### src/rtl/mrv1_pkg.sv
// mrv1_pkg: writeback request type shared by the ALU, LSU and writeback stages
package mrv1_pkg;
  localparam int MRV1_DATA_W    = 32;
  localparam int MRV1_TID_W     = 3;
  localparam int MRV1_RF_ADDR_W = 5;
  typedef struct packed {
    logic [MRV1_TID_W-1:0]     tid;
    logic [MRV1_RF_ADDR_W-1:0] rd_addr;
    logic [MRV1_DATA_W-1:0]    data;
  } wb_req_t;
endpackage

### src/rtl/mrv1_wb_fifo.sv
// mrv1_wb_fifo: synchronous FIFO of writeback requests; pointers wrap naturally (power-of-2 depth)
module mrv1_wb_fifo
  import mrv1_pkg::*;
#(
  parameter int DEPTH_P = 4,
  localparam int PW = $clog2(DEPTH_P),
  localparam int CW = PW + 1
) (
  input  logic          clk_i,
  input  logic          rst_i,
  input  logic          push_v_i,
  input  wb_req_t       push_data_i,
  input  logic          pop_i,
  output logic          full_o,
  output logic          empty_o,
  output wb_req_t       head_o,
  output logic [CW-1:0] count_o
);
  wb_req_t mem_q [DEPTH_P];
  logic [PW-1:0] wr_ptr_q, wr_ptr_d, rd_ptr_q, rd_ptr_d;
  logic [CW-1:0] count_q, count_d;
  logic push, pop;
  assign full_o  = count_q == CW'(DEPTH_P);
  assign empty_o = count_q == '0;
  assign head_o  = mem_q[rd_ptr_q];
  assign count_o = count_q;
  assign push    = push_v_i && !full_o;
  assign pop     = pop_i && !empty_o;
  // next pointers/count; a simultaneous push and pop leaves count unchanged
  always_comb begin
    wr_ptr_d = push ? wr_ptr_q + 1'b1 : wr_ptr_q;
    rd_ptr_d = pop ? rd_ptr_q + 1'b1 : rd_ptr_q;
    count_d  = count_q + CW'(push) - CW'(pop);
  end
  // pointer and occupancy registers
  always_ff @(posedge clk_i) begin
    if (rst_i) begin
      wr_ptr_q <= '0;
      rd_ptr_q <= '0;
      count_q  <= '0;
    end else begin
      wr_ptr_q <= wr_ptr_d;
      rd_ptr_q <= rd_ptr_d;
      count_q  <= count_d;
    end
  end
  // storage write; no reset needed since entries are only read when valid
  always_ff @(posedge clk_i) begin
    if (push) mem_q[wr_ptr_q] <= push_data_i;
  end
endmodule

### src/rtl/mrv1_wb_arb.sv
// mrv1_wb_arb: RF writeback arbiter, ALU priority over buffered LSU results; MRV1_WB_LSU_BYPASS_EN enables empty-FIFO LSU bypass
module mrv1_wb_arb
  import mrv1_pkg::*;
#(
  parameter int DATA_WIDTH_P     = MRV1_DATA_W,
  parameter int NUM_TW_P         = 8,
  parameter int rf_addr_width_p  = MRV1_RF_ADDR_W,
  parameter int LSU_FIFO_DEPTH_P = 4,
  localparam int tid_width_lp    = $clog2(NUM_TW_P)
) (
  input  logic                       clk_i,
  input  logic                       rst_i,
  input  logic                       alu_v_i,
  input  logic [tid_width_lp-1:0]    alu_tid_i,
  input  logic [rf_addr_width_p-1:0] alu_rd_addr_i,
  input  logic [DATA_WIDTH_P-1:0]    alu_data_i,
  input  logic                       lsu_v_i,
  output logic                       lsu_ready_o,
  input  logic [tid_width_lp-1:0]    lsu_tid_i,
  input  logic [rf_addr_width_p-1:0] lsu_rd_addr_i,
  input  logic [DATA_WIDTH_P-1:0]    lsu_data_i,
  output logic [tid_width_lp-1:0]    rd_tid_o,
  output logic                       rd_w_en_o,
  output logic [rf_addr_width_p-1:0] rd_addr_o,
  output logic [DATA_WIDTH_P-1:0]    rd_data_o,
  output logic                       wb_done_v_o,
  output logic [tid_width_lp-1:0]    wb_done_tid_o
);
  localparam int CW = $clog2(LSU_FIFO_DEPTH_P) + 1;
  wb_req_t alu_req, lsu_req, head, sel_d, out_q;
  logic fifo_full, fifo_empty, lsu_fire, bypass, push, pop, sel_v_d;
  logic rd_w_en_q, done_v_q;
  logic [CW-1:0] fifo_count;
  assign alu_req     = {alu_tid_i, alu_rd_addr_i, alu_data_i};
  assign lsu_req     = {lsu_tid_i, lsu_rd_addr_i, lsu_data_i};
  assign lsu_ready_o = !rst_i && !fifo_full;
  assign lsu_fire    = lsu_v_i && lsu_ready_o;
`ifdef MRV1_WB_LSU_BYPASS_EN
  assign bypass = lsu_fire && !alu_v_i && fifo_count == '0;
`else
  assign bypass = 1'b0;
`endif
  assign push = lsu_fire && !bypass;
  assign pop  = !alu_v_i && !fifo_empty;
  mrv1_wb_fifo #(.DEPTH_P(LSU_FIFO_DEPTH_P)) u_fifo (
    .clk_i      (clk_i),
    .rst_i      (rst_i),
    .push_v_i   (push),
    .push_data_i(lsu_req),
    .pop_i      (pop),
    .full_o     (fifo_full),
    .empty_o    (fifo_empty),
    .head_o     (head),
    .count_o    (fifo_count)
  );
  // ALU first, then FIFO head, then (bypass builds only) the live LSU result
  always_comb begin
    sel_v_d = alu_v_i || !fifo_empty || bypass;
    sel_d   = alu_v_i ? alu_req : !fifo_empty ? head : lsu_req;
  end
  // output registers; x0 writes are suppressed but still retire, payload holds when idle
  always_ff @(posedge clk_i) begin
    if (rst_i) begin
      rd_w_en_q <= 1'b0;
      done_v_q  <= 1'b0;
      out_q     <= '0;
    end else begin
      rd_w_en_q <= sel_v_d && sel_d.rd_addr != '0;
      done_v_q  <= sel_v_d;
      if (sel_v_d) out_q <= sel_d;
    end
  end
  assign rd_w_en_o     = rd_w_en_q;
  assign wb_done_v_o   = done_v_q;
  assign rd_tid_o      = out_q.tid;
  assign rd_addr_o     = out_q.rd_addr;
  assign rd_data_o     = out_q.data;
  assign wb_done_tid_o = out_q.tid;
endmodule

### config.mk
export PLATFORM = sky130hd
export DESIGN_NAME = mrv1_wb_arb
export DESIGN_NICKNAME = d
export VERILOG_FILES = /design/src/rtl/mrv1_pkg.sv /design/src/rtl/mrv1_wb_fifo.sv /design/src/rtl/mrv1_wb_arb.sv
export SDC_FILE = /design/constraint.sdc
export NUM_CORES = 1
export LEC_CHECK = 0
export BUFFER_PORTS_ARGS = -buffer_cell sky130_fd_sc_hd__buf_2
export CAP_MARGIN = 15
export CORE_UTILIZATION = 60
export CTS_CLUSTER_SIZE = 25
export DETAILED_ROUTE_END_ITERATION = 10
export GPL_TIMING_DRIVEN = 0
export PLACE_DENSITY = 0.84
export SETUP_SLACK_MARGIN = 0.02
export SLEW_MARGIN = 0
export SYNTH_ARGS = -nofsm -noshare
export SYNTH_HDL_FRONTEND = slang
export SYNTH_SLANG_ARGS = --single-unit
export TNS_END_PERCENT = 1
### constraint.sdc
create_clock -name clk_i -period 3.65 [get_ports clk_i]
set_input_delay 0.365 -clock clk_i [delete_from_list [all_inputs] [get_ports clk_i]]
set_output_delay 0.365 -clock clk_i [all_outputs]
set_load 0.03 [all_outputs]
==> results.json, run 1 <==
{
  "synthSimpleGateAreaFrac": 0.06877,
  "cp-startpoint": "u_fifo.count_o[2]",
  "synth_top_area_cell": "edfxtp_1",
  "gp_congestion": 0.7847,
  "overflow": 0,
  "required_ps": 4000,
  "cp-end-kind": "flop",
  "synthArstFlopShare": 0,
  "synth-compound-area-share": 0.05394,
  "period_needed_ps": 2442,
  "r2r_cells": 10,
  "ys_types": 41,
  "holdWs_ps": 99.31,
  "power_density_mw_per_mm2": 685.1,
  "crit_end": "u_fifo.count_o[2]",
  "grtUsageMet3": 0.03927,
  "gr-usage-met1": 0.3180,
  "fmax_ghz": 0.4095,
  "max-slew-margin-rel": 0.5491,
  "grt_pass1_wl_um": 27000,
  "syn_area_mm2": 0.008188,
  "core_area_mm2": 0.01330,
  "synth_top_family_by_area": "multiplexers",
  "antenna_found_initial": 0,
  "fill_cells": 809,
  "drc": 0,
  "fin_skew_ps": 6.271,
  "synthAdderAreaFrac": 0.01161,
  "setup_viol": 0,
  "fin_crit_sh": 0.6690,
  "wire_per_inst_um": 20.34,
  "viasPerCell": 5.899,
  "synthXorXnorAreaFrac": 0.005348,
  "post_cts_resized": 0,
  "grt_busiest_layer": "met2",
  "hold_class": "input pin to flop",
  "rsz0062_at_grt": "false",
  "die_h_um": 118.8,
  "postSynthCellCount": 505,
  "cts_tree": "done",
  "grt_pass1_vias": 5223,
  "clock-sinks": 211,
  "dp_hpwl_um": 11210,
  "root_buffer": "clkbuf_16",
  "synth_edf_count": 160,
  "startpoint_type": "flop",
  "finalHoldViolCount": 0,
  "grtUsageTotal": 0.2542,
  "yosysMostFrequentCell": "edfxtp_1",
  "numCtsBuffers": 21,
  "final_antenna_net_count": 0,
  "grt_util_met2": 0.4492,
  "worst-r2r-setup-slack_ps": 1210,
  "r2r-start": "u_fifo.count_o[2]",
  "fp.dieArea_mm2": 0.01412,
  "vdd_drop_max_v": 0.0004398,
  "drive_above_1_share": 0.3239,
  "synth_seq_cells": 211,
  "yosysWarnings": 0,
  "run_status": "completed",
  "synth_top_cell_area_share": 0.5868,
  "fin_area_mm2": 0.009816,
  "slew_violations": 0,
  "num_antenna_cells": 0,
  "ys_seq_area_frac": 0.7115,
  "tightest_slew_ps": 676.4,
  "grt_max_degree": 22,
  "worstPathMaxFanout": 6,
  "utilization": 0.7383,
  "vias": 5008,
  "netlist_top_cells_area": "edfxtp_1 (59%), dfxtp_1 (12%), mux4_2 (6.9%)",
  "dr.pass1.iters": 5,
  "io_buffers": 127,
  "clk_latency_ps": 480,
  "synthTopCellsByCount": "edfxtp_1 (160), nand2_1 (80), dfxtp_1 (51)",
  "initial_core_util": 0.6158,
  "synth_mux_area_frac": 0.1172,
  "cts_setup_buffers": 0,
  "syn2layout_area_growth_pct": 19.88,
  "core.rowCount": 42,
  "placed_cell_area_mm2": 0.009151,
  "worst_r2r_endpoint": "u_fifo.count_o[2]",
  "clk_path_buf_depth": 3,
  "final_nets": 750,
  "clk_pin_slew_ps": 60,
  "cts_max_level": 1,
  "die_x_um": 118.8,
  "p_leak_nw": 3.589,
  "path_class": "flop to flop",
  "synth_nets": 596,
  "ys.flop_type": "edfxtp_1",
  "drtIter0Drc": 378,
  "drv_cap": 0,
  "pin_count": 130,
  "hold_buffers": 0,
  "critPathArrivalTime_ps": 2790,
  "finalWirelength_um": 17270,
  "syn_avg_cell_area_um2": 16.21,
  "fin_tns_setup_ps": 0
}
-- worst min path at each step --
stage | from | endpoint | slack, ps | cells past startpoint
2_1_floorplan | lsu_data_i[0] | u_fifo.mem_q[0][0] | 460 | 0
3_5_place_dp | rd_data_o[13] | rd_data_o[13] | 470 | 2
6_report | lsu_data_i[22] | u_fifo.mem_q[0][22] | 100 | 1
5_1_grt | lsu_data_i[17] | u_fifo.mem_q[0][17] | 90 | 1
4_1_cts | lsu_data_i[16] | u_fifo.mem_q[3][16] | 80 | 1
3_3_place_gp | rd_data_o[14] | rd_data_o[14] | 460 | 2
-- sequential cells by signal (all words and copies together) (netlist names), named ones only --
register         count
rd_addr_o            5
wb_done_v_o          1
rd_w_en_o            1
rd_tid_o             3
u_fifo.count_o       3
u_fifo.rd_ptr_q      2
rd_data_o           32
u_fifo.mem_q       160
u_fifo.wr_ptr_q      2
-- stage by stage --
| step | setup WS (ps) | power, mW | std cells |
|---|---|---|---|
| 2_1_floorplan | 1297 | 4.187 | 505 |
| 3_3_place_gp | 488.1 | 4.632 | 808 |
| 5_1_grt | 1043 | 7.017 | 849 |
| 6_report | 1208 | 6.724 | 849 |
| 3_5_place_dp | 1232 | 4.715 | 812 |
| 4_1_cts | 1209 | 6.763 | 849 |
-- worst max-delay path, stage by stage, from the launching register on --
cell and delay [ps]:
dfxtp_1 370, nor3_2 430, nor2_1 180, ha_1 310
inv_1 60, ha_1 130, inv_1 50, fa_1 380
xor2_1 200, xnor2_1 140, nor2_1 50
-- report_power, final --
group | switching (mW) | total (mW) | internal [mW]
clock network | 0.862 | 2.05 | 1.19
logic | 1.08 | 1.78 | 0.701
registers | 0.0970 | 2.89 | 2.80
total | 2.04 | 6.72 | 4.69
-- final cells by class --
class,instances,area [um2],area share
flip-flops and latches,211,5826,0.5935
multi-input cells,248,2108,0.2148
repair buffers,131,738.2,0.07521
clock buffers,26,574.3,0.05851
plain buffers,37,220.2,0.02243
well taps,176,220.2,0.02243
clock inverters,11,90.09,0.009178
inverters,9,38.79,0.003952
-- logic make-up after synthesis --
logic type	after synthesis
DFF	211
and+or+nand+nor	141
AOI/OAI and AO/OA	52
buffers and inverters	46
muxes	43
adders and majority gates	7
xor gates and xnor gates	5
-- layout by cell type, fill, tap and decap left out, types with 3 or more instances in the layout --
master	netlist	routed
edfxtp_1	160	160
buf_2	6	133
nand2_1	80	80
dfxtp_1	51	51
nor2_1	48	48
a311oi_1	38	38
mux4_2	25	25
clkbuf_1	20	22
clkbuf_16	0	21
mux4_1	13	13
inv_1	7	7
buf_4	7	7
ha_1	6	6
clkinv_2	0	5
and2_2	0	4
mux2i_1	4	4
buf_12	2	3
xnor2_1	3	3
clkinvlp_4	0	3
clkbuf_8	0	3
buf_16	0	3
-- routing by layer --
| layer | part of all wire | wire [um] |
|---|---|---|
| met2 | 0.52 | 8893 |
| met3 | 0.068 | 1174 |
| met1 | 0.39 | 6708 |
| met5 | 0 | 0 |
| met4 | 0.028 | 490 |
Power figures use the tool's default switching activity.
==> run 2, diff against run 1 <==
--- a/config.mk
+++ b/config.mk
@@ -7,11 +7,11 @@
 export LEC_CHECK = 0
 export BUFFER_PORTS_ARGS = -buffer_cell sky130_fd_sc_hd__buf_2
 export CAP_MARGIN = 15
-export CORE_UTILIZATION = 60
+export CORE_UTILIZATION = 51
 export CTS_CLUSTER_SIZE = 25
 export DETAILED_ROUTE_END_ITERATION = 10
 export GPL_TIMING_DRIVEN = 0
-export PLACE_DENSITY = 0.84
+export PLACE_DENSITY = 0.76
 export SETUP_SLACK_MARGIN = 0.02
 export SLEW_MARGIN = 0
 export SYNTH_ARGS = -nofsm -noshare
==> constraint.sdc (replaced) <==
create_clock -name clk_i -period 2.2 [get_ports clk_i]
set_input_delay 0.22 -clock clk_i [delete_from_list [all_inputs] [get_ports clk_i]]
set_output_delay 0.22 -clock clk_i [all_outputs]
set_load 0.03 [all_outputs]
==> run 2 against run 1 <==
Net effect: sequential share of layout area fell by 2.7 points; global-route usage is 3.4 points lower; clock power rose by 74%; clock skew is 4.2 ps higher; highest routed layer unchanged; non-clock buffer count grew 41; critical path depth stayed put; hold slack worse by 93 ps; die area is 17% higher; sequential power up 67%; wire length grew 3.6%; largest cell class unchanged; total power increased by 70%; cell count up 9.1%.
==> results.json, run 2 (synthesis gave the netlist of run 1 again) <==
{
  "overflow": 0,
  "root_buffer": "clkbuf_16",
  "clk_latency_ps": 490,
  "antenna_found_initial": 0,
  "dr.pass1.iters": 5,
  "core_area_mm2": 0.01543,
  "r2r_cells": 10,
  "gp_congestion": 0.8365,
  "io_buffers": 127,
  "die_x_um": 128.7,
  "worstPathMaxFanout": 5,
  "cp-end-kind": "flop",
  "final_nets": 791,
  "final_antenna_net_count": 0,
  "finalWirelength_um": 17890,
  "grt_pass1_wl_um": 27410,
  "drtIter0Drc": 387,
  "num_antenna_cells": 0,
  "regMostFlops": "u_fifo.mem_q",
  "fin_crit_sh": 0.9460,
  "drv_cap": 0,
  "required_ps": 2560,
  "fp.dieArea_mm2": 0.01657,
  "syn2layout_area_growth_pct": 25.73,
  "core.rowCount": 45,
  "run_status": "completed",
  "tightest_slew_ps": 644.3,
  "vdd_drop_max_v": 0.0007068,
  "fin_skew_ps": 10.46,
  "worst-r2r-setup-slack_ps": 120,
  "viasPerCell": 5.491,
  "setup_viol": 0,
  "dp_hpwl_um": 11550,
  "period_needed_ps": 2081,
  "final_cell_mix": "edfxtp_1 (160), buf_2 (133), nand2_1 (80)",
  "cts_max_level": 1,
  "grt_pass1_vias": 5326,
  "slew_violations": 0,
  "wire_per_inst_um": 19.32,
  "hold_class": "input pin to flop",
  "p_leak_nw": 3.773,
  "power_mw": 11.45,
  "path_class": "flop to flop",
  "cts_tree": "done",
  "startpoint_type": "flop",
  "pin_count": 130,
  "clk_pin_slew_ps": 60,
  "drive_above_1_share": 0.3105,
  "grt_max_degree": 41,
  "hold_path_depth": 3,
  "clock-sinks": 211,
  "rsz0062_at_grt": "false",
  "numCtsBuffers": 21,
  "dpl.cell_count": 846,
  "drc": 0,
  "fill_cells": 1088,
  "final_common_cell": "edfxtp_1",
  "path_cells": "nor3_4 > nor2_2 > ha_1 > inv_1 > ha_1 > inv_1 > fa_2 > xor2_2 > xnor2_1 > nor2_1",
  "critPathArrivalTime_ps": 2440,
  "critPathMaxStageDelay_ps": 380,
  "die_h_um": 128.7,
  "vias": 5085,
  "clk_path_buf_depth": 3,
  "max-slew-margin-rel": 0.5705,
  "finalNonFillerCells": 926,
  "fmax_ghz": 0.4805,
  "slowest_stage": "dfxtp_4",
  "power_density_mw_per_mm2": 1112,
  "grtUsageTotal": 0.2199,
  "largest_reg_flops": 160,
  "finalHoldViolCount": 0,
  "initial_core_util": 0.5307
}
[run 2: metal layers]
layer,routed length (um),vias up,GRT usage
met1,7186,2508,0.2807
met2,9257,202,0.3854
met3,969,42,0.03326
met4,474,0,0.07682
li1,-,2333,-
met5,0,-,0
[run 2: timing repair]
action	CTS	global route
setup endpoints to repair	95	127
resized for setup	1	9
pin swaps	0	2
hold endpoints to repair	161	0
buffers inserted	0	1
hold buffers	41	0
[run 2: through the flow]
stage               setup slack [ps]  hold WS, ps  utilization  instance area, um2  TNS (ps)
finish                         118.8        6.359       0.6673               10290         0
global route                   46.67        2.935       0.6673               10290         0
CTS                           -167.2        1.786       0.6647               10250     -2582
detailed placement            -308.3        433.8       0.5933                9153    -13870
global placement              -984.3        430.7       0.5891                9089   -122560
floorplan                     -152.8        318.9            -                8189    -18330
[run 2: where the power goes]
part | switching (mW) | internal [mW] | leakage, nW
registers | 0.170 | 4.65 | 1.88
clock network | 1.43 | 2.14 | 0.345
logic | 1.82 | 1.24 | 1.55
total | 3.42 | 8.03 | 3.77
[run 2: area by class of cell]
cell class	count	area, um2	area share
inverters	9	38.79	0.003768
plain buffers	37	220.2	0.02139
flip-flops and latches	211	5832	0.5665
clock inverters	13	140.1	0.01361
clock buffers	25	550.5	0.05348
well taps	211	264.0	0.02564
repair buffers	172	1114	0.1082
multi-input cells	248	2136	0.2075
[run 2: worst max-delay path, delay by kind of cell (launching register included)]
family	cells	cell delay, ps
xor gates and xnor gates	2	310
buffers and inverters	2	110
adders and majority gates	3	760
DFF	1	380
and+or+nand+nor	3	390
[run 2: worst paths after layout]
check,from,to
worst max-delay path,u_fifo.count_o[1],u_fifo.count_o[2]
worst min-delay path,alu_data_i[25],rd_data_o[25]
worst max register to register,u_fifo.count_o[1],u_fifo.count_o[2]
worst min register to register,rd_data_o[13],rd_data_o[13]
==> run 3, diff against run 2 <==
--- a/config.mk
+++ b/config.mk
@@ -11,7 +11,7 @@
 export CTS_CLUSTER_SIZE = 25
 export DETAILED_ROUTE_END_ITERATION = 10
 export GPL_TIMING_DRIVEN = 0
-export PLACE_DENSITY = 0.76
+export PLACE_DENSITY = 0.83
 export SETUP_SLACK_MARGIN = 0.02
 export SLEW_MARGIN = 0
 export SYNTH_ARGS = -nofsm -noshare
==> run 3 against run 2 <==
Net effect: critical path depth down 4; total power down 1.5%; register-to-register slack worse by 40 ps; hold slack about the same; non-clock buffer count up 10; clock skew up 14 ps; cell count up 1.1%; fmax down 2.1%; wire length up 2.6%; sequential share of layout area down 0.17 points; clock-buffer cell count up 4; sequential cell count unchanged.
==> results.json, run 3 (synthesis gave the netlist of run 1 again) <==
{
  "run_status": "completed",
  "fin_area_mm2": 0.01033,
  "rsz0062_at_grt": "true",
  "p_leak_nw": 3.787,
  "die_h_um": 128.7,
  "viasPerCell": 5.561,
  "io_buffers": 127,
  "vdd_drop_max_v": 0.0006467,
  "fin_skew_ps": 24.62,
  "clk_path_buf_depth": 3,
  "dp_hpwl_um": 11670,
  "grt_max_degree": 41,
  "finalWirelength_um": 18350,
  "critPathArrivalTime_ps": 2300,
  "core_area_mm2": 0.01543,
  "worstPathMaxFanout": 23,
  "required_ps": 2370,
  "grt_pass1_vias": 5370,
  "cts_max_level": 1,
  "antenna_found_initial": 1,
  "slew_violations": 0,
  "wire_per_inst_um": 19.60,
  "num_antenna_cells": 0,
  "fin_tns_setup_ps": 0,
  "drv_cap": 0,
  "vias": 5205,
  "finalHoldViolCount": 0,
  "period_needed_ps": 2125,
  "fin_crit_sh": 0.9660,
  "path_class": "flop to flop",
  "power_density_mw_per_mm2": 1091,
  "intPower_mw": 7.793,
  "cts_tree": "done",
  "final_cell_mix": "edfxtp_1 (160), buf_2 (133), nand2_1 (80)",
  "setup_viol": 0,
  "die_x_um": 128.7,
  "final_nets": 801,
  "placed_cell_area_mm2": 0.009153,
  "tightest_slew_ps": 638.8,
  "hold_class": "input pin to flop",
  "clock-sinks": 211,
  "switchingPower_mw": 3.477,
  "max-slew-margin-rel": 0.5741,
  "dr.pass1.iters": 4,
  "drc": 0,
  "numCtsBuffers": 21,
  "grt_pass1_wl_um": 27990,
  "p_clk_frac": 0.288,
  "initial_core_util": 0.5307,
  "startpoint_type": "flop",
  "p_comb_frac": 0.286,
  "gp_congestion": 0.7843,
  "regMostFlops": "u_fifo.mem_q",
  "root_buffer": "clkbuf_16",
  "sequentialPowerShare": 0.426,
  "cp-end-kind": "flop",
  "drive_above_1_share": 0.3172,
  "fp.dieArea_mm2": 0.01657,
  "grtUsageTotal": 0.2248,
  "drtIter0Drc": 359,
  "overflow": 0,
  "switching_share": 0.3085,
  "clk_pin_slew_ps": 60,
  "fmax_ghz": 0.4705,
  "final_antenna_net_count": 0,
  "clk_latency_ps": 490,
  "syn2layout_area_growth_pct": 26.13,
  "core.rowCount": 45,
  "pin_count": 130,
  "final_common_cell": "edfxtp_1",
  "largest_reg_flops": 160
}
## run 3: layout make-up
type,instances,area (um2)
plain buffers,37,220.2
clock buffers,29,575.6
clock inverters,9,46.29
fillers,1088,5100
inverters,9,38.79
multi-input cells,248,2156
flip-flops and latches,211,5833
well taps,211,264.0
repair buffers,182,1194
## run 3: power groups by stage
| stage | sequential [mW] | combinational, mW | clock, mW |
|---|---|---|---|
| 2_1_floorplan | 5.14 | 1.81 | 0 |
| 3_5_place_dp | 4.88 | 2.97 | 0 |
| 6_report | 4.80 | 3.23 | 3.24 |
| 4_1_cts | 4.81 | 3.13 | 3.29 |
| 3_3_place_gp | 4.85 | 2.86 | 0 |
| 5_1_grt | 4.83 | 3.48 | 3.46 |
## run 3: path summary, 6_finish.rpt
| path | start | to | cells after the start | slack (ps) |
|---|---|---|---|---|
| max reg2reg | u_fifo.count_o[1] | u_fifo.mem_q[3][15] | 6 | 70 |
| max | u_fifo.count_o[1] | u_fifo.mem_q[3][15] | 6 | 70 |
| min reg2reg | rd_data_o[17] | rd_data_o[17] | 2 | 470 |
| min | alu_data_i[3] | rd_data_o[3] | 3 | 7 |
## run 3: what timing repair did
| action | CTS | global route |
|---|---|---|
| gates resized for setup | 8 | 6 |
| buffers inserted | 4 | 5 |
| endpoints found under the setup margin | 112 | 1 |
| pin swaps | 2 | 4 |
| endpoints found under the hold margin | 163 | 0 |
| hold buffers | 43 | 0 |
## run 3: per-stage QoR
stage	worst slack, ps	instances	hold slack (ps)	power, mW	util
6_report	74.72	936	6.610	11.27	0.6694
5_1_grt	10.12	936	13.58	11.77	0.6694
4_1_cts	35.66	931	0.8196	11.22	0.6654
3_5_place_dp	-298.9	846	438.8	7.849	0.5933
3_3_place_gp	-933.8	843	430.6	7.712	0.5891
2_1_floorplan	-152.8	505	318.9	6.946	-
## run 3: layer usage
| metal | GRT usage | part of all wire |
|---|---|---|
| met1 | 0.2802 | 0.40 |
| met2 | 0.4051 | 0.51 |
| met3 | 0.03742 | 0.062 |
| met4 | 0.06436 | 0.020 |
| met5 | 0 | 0.00065 |
## run 3: worst max-delay path, stage by stage, from the launching register on
cell and delay (ps):
dfxtp_4 360, buf_4 150, nor2_1 90, a211oi_4 250
buf_4 180, and2_2 500, buf_12 260
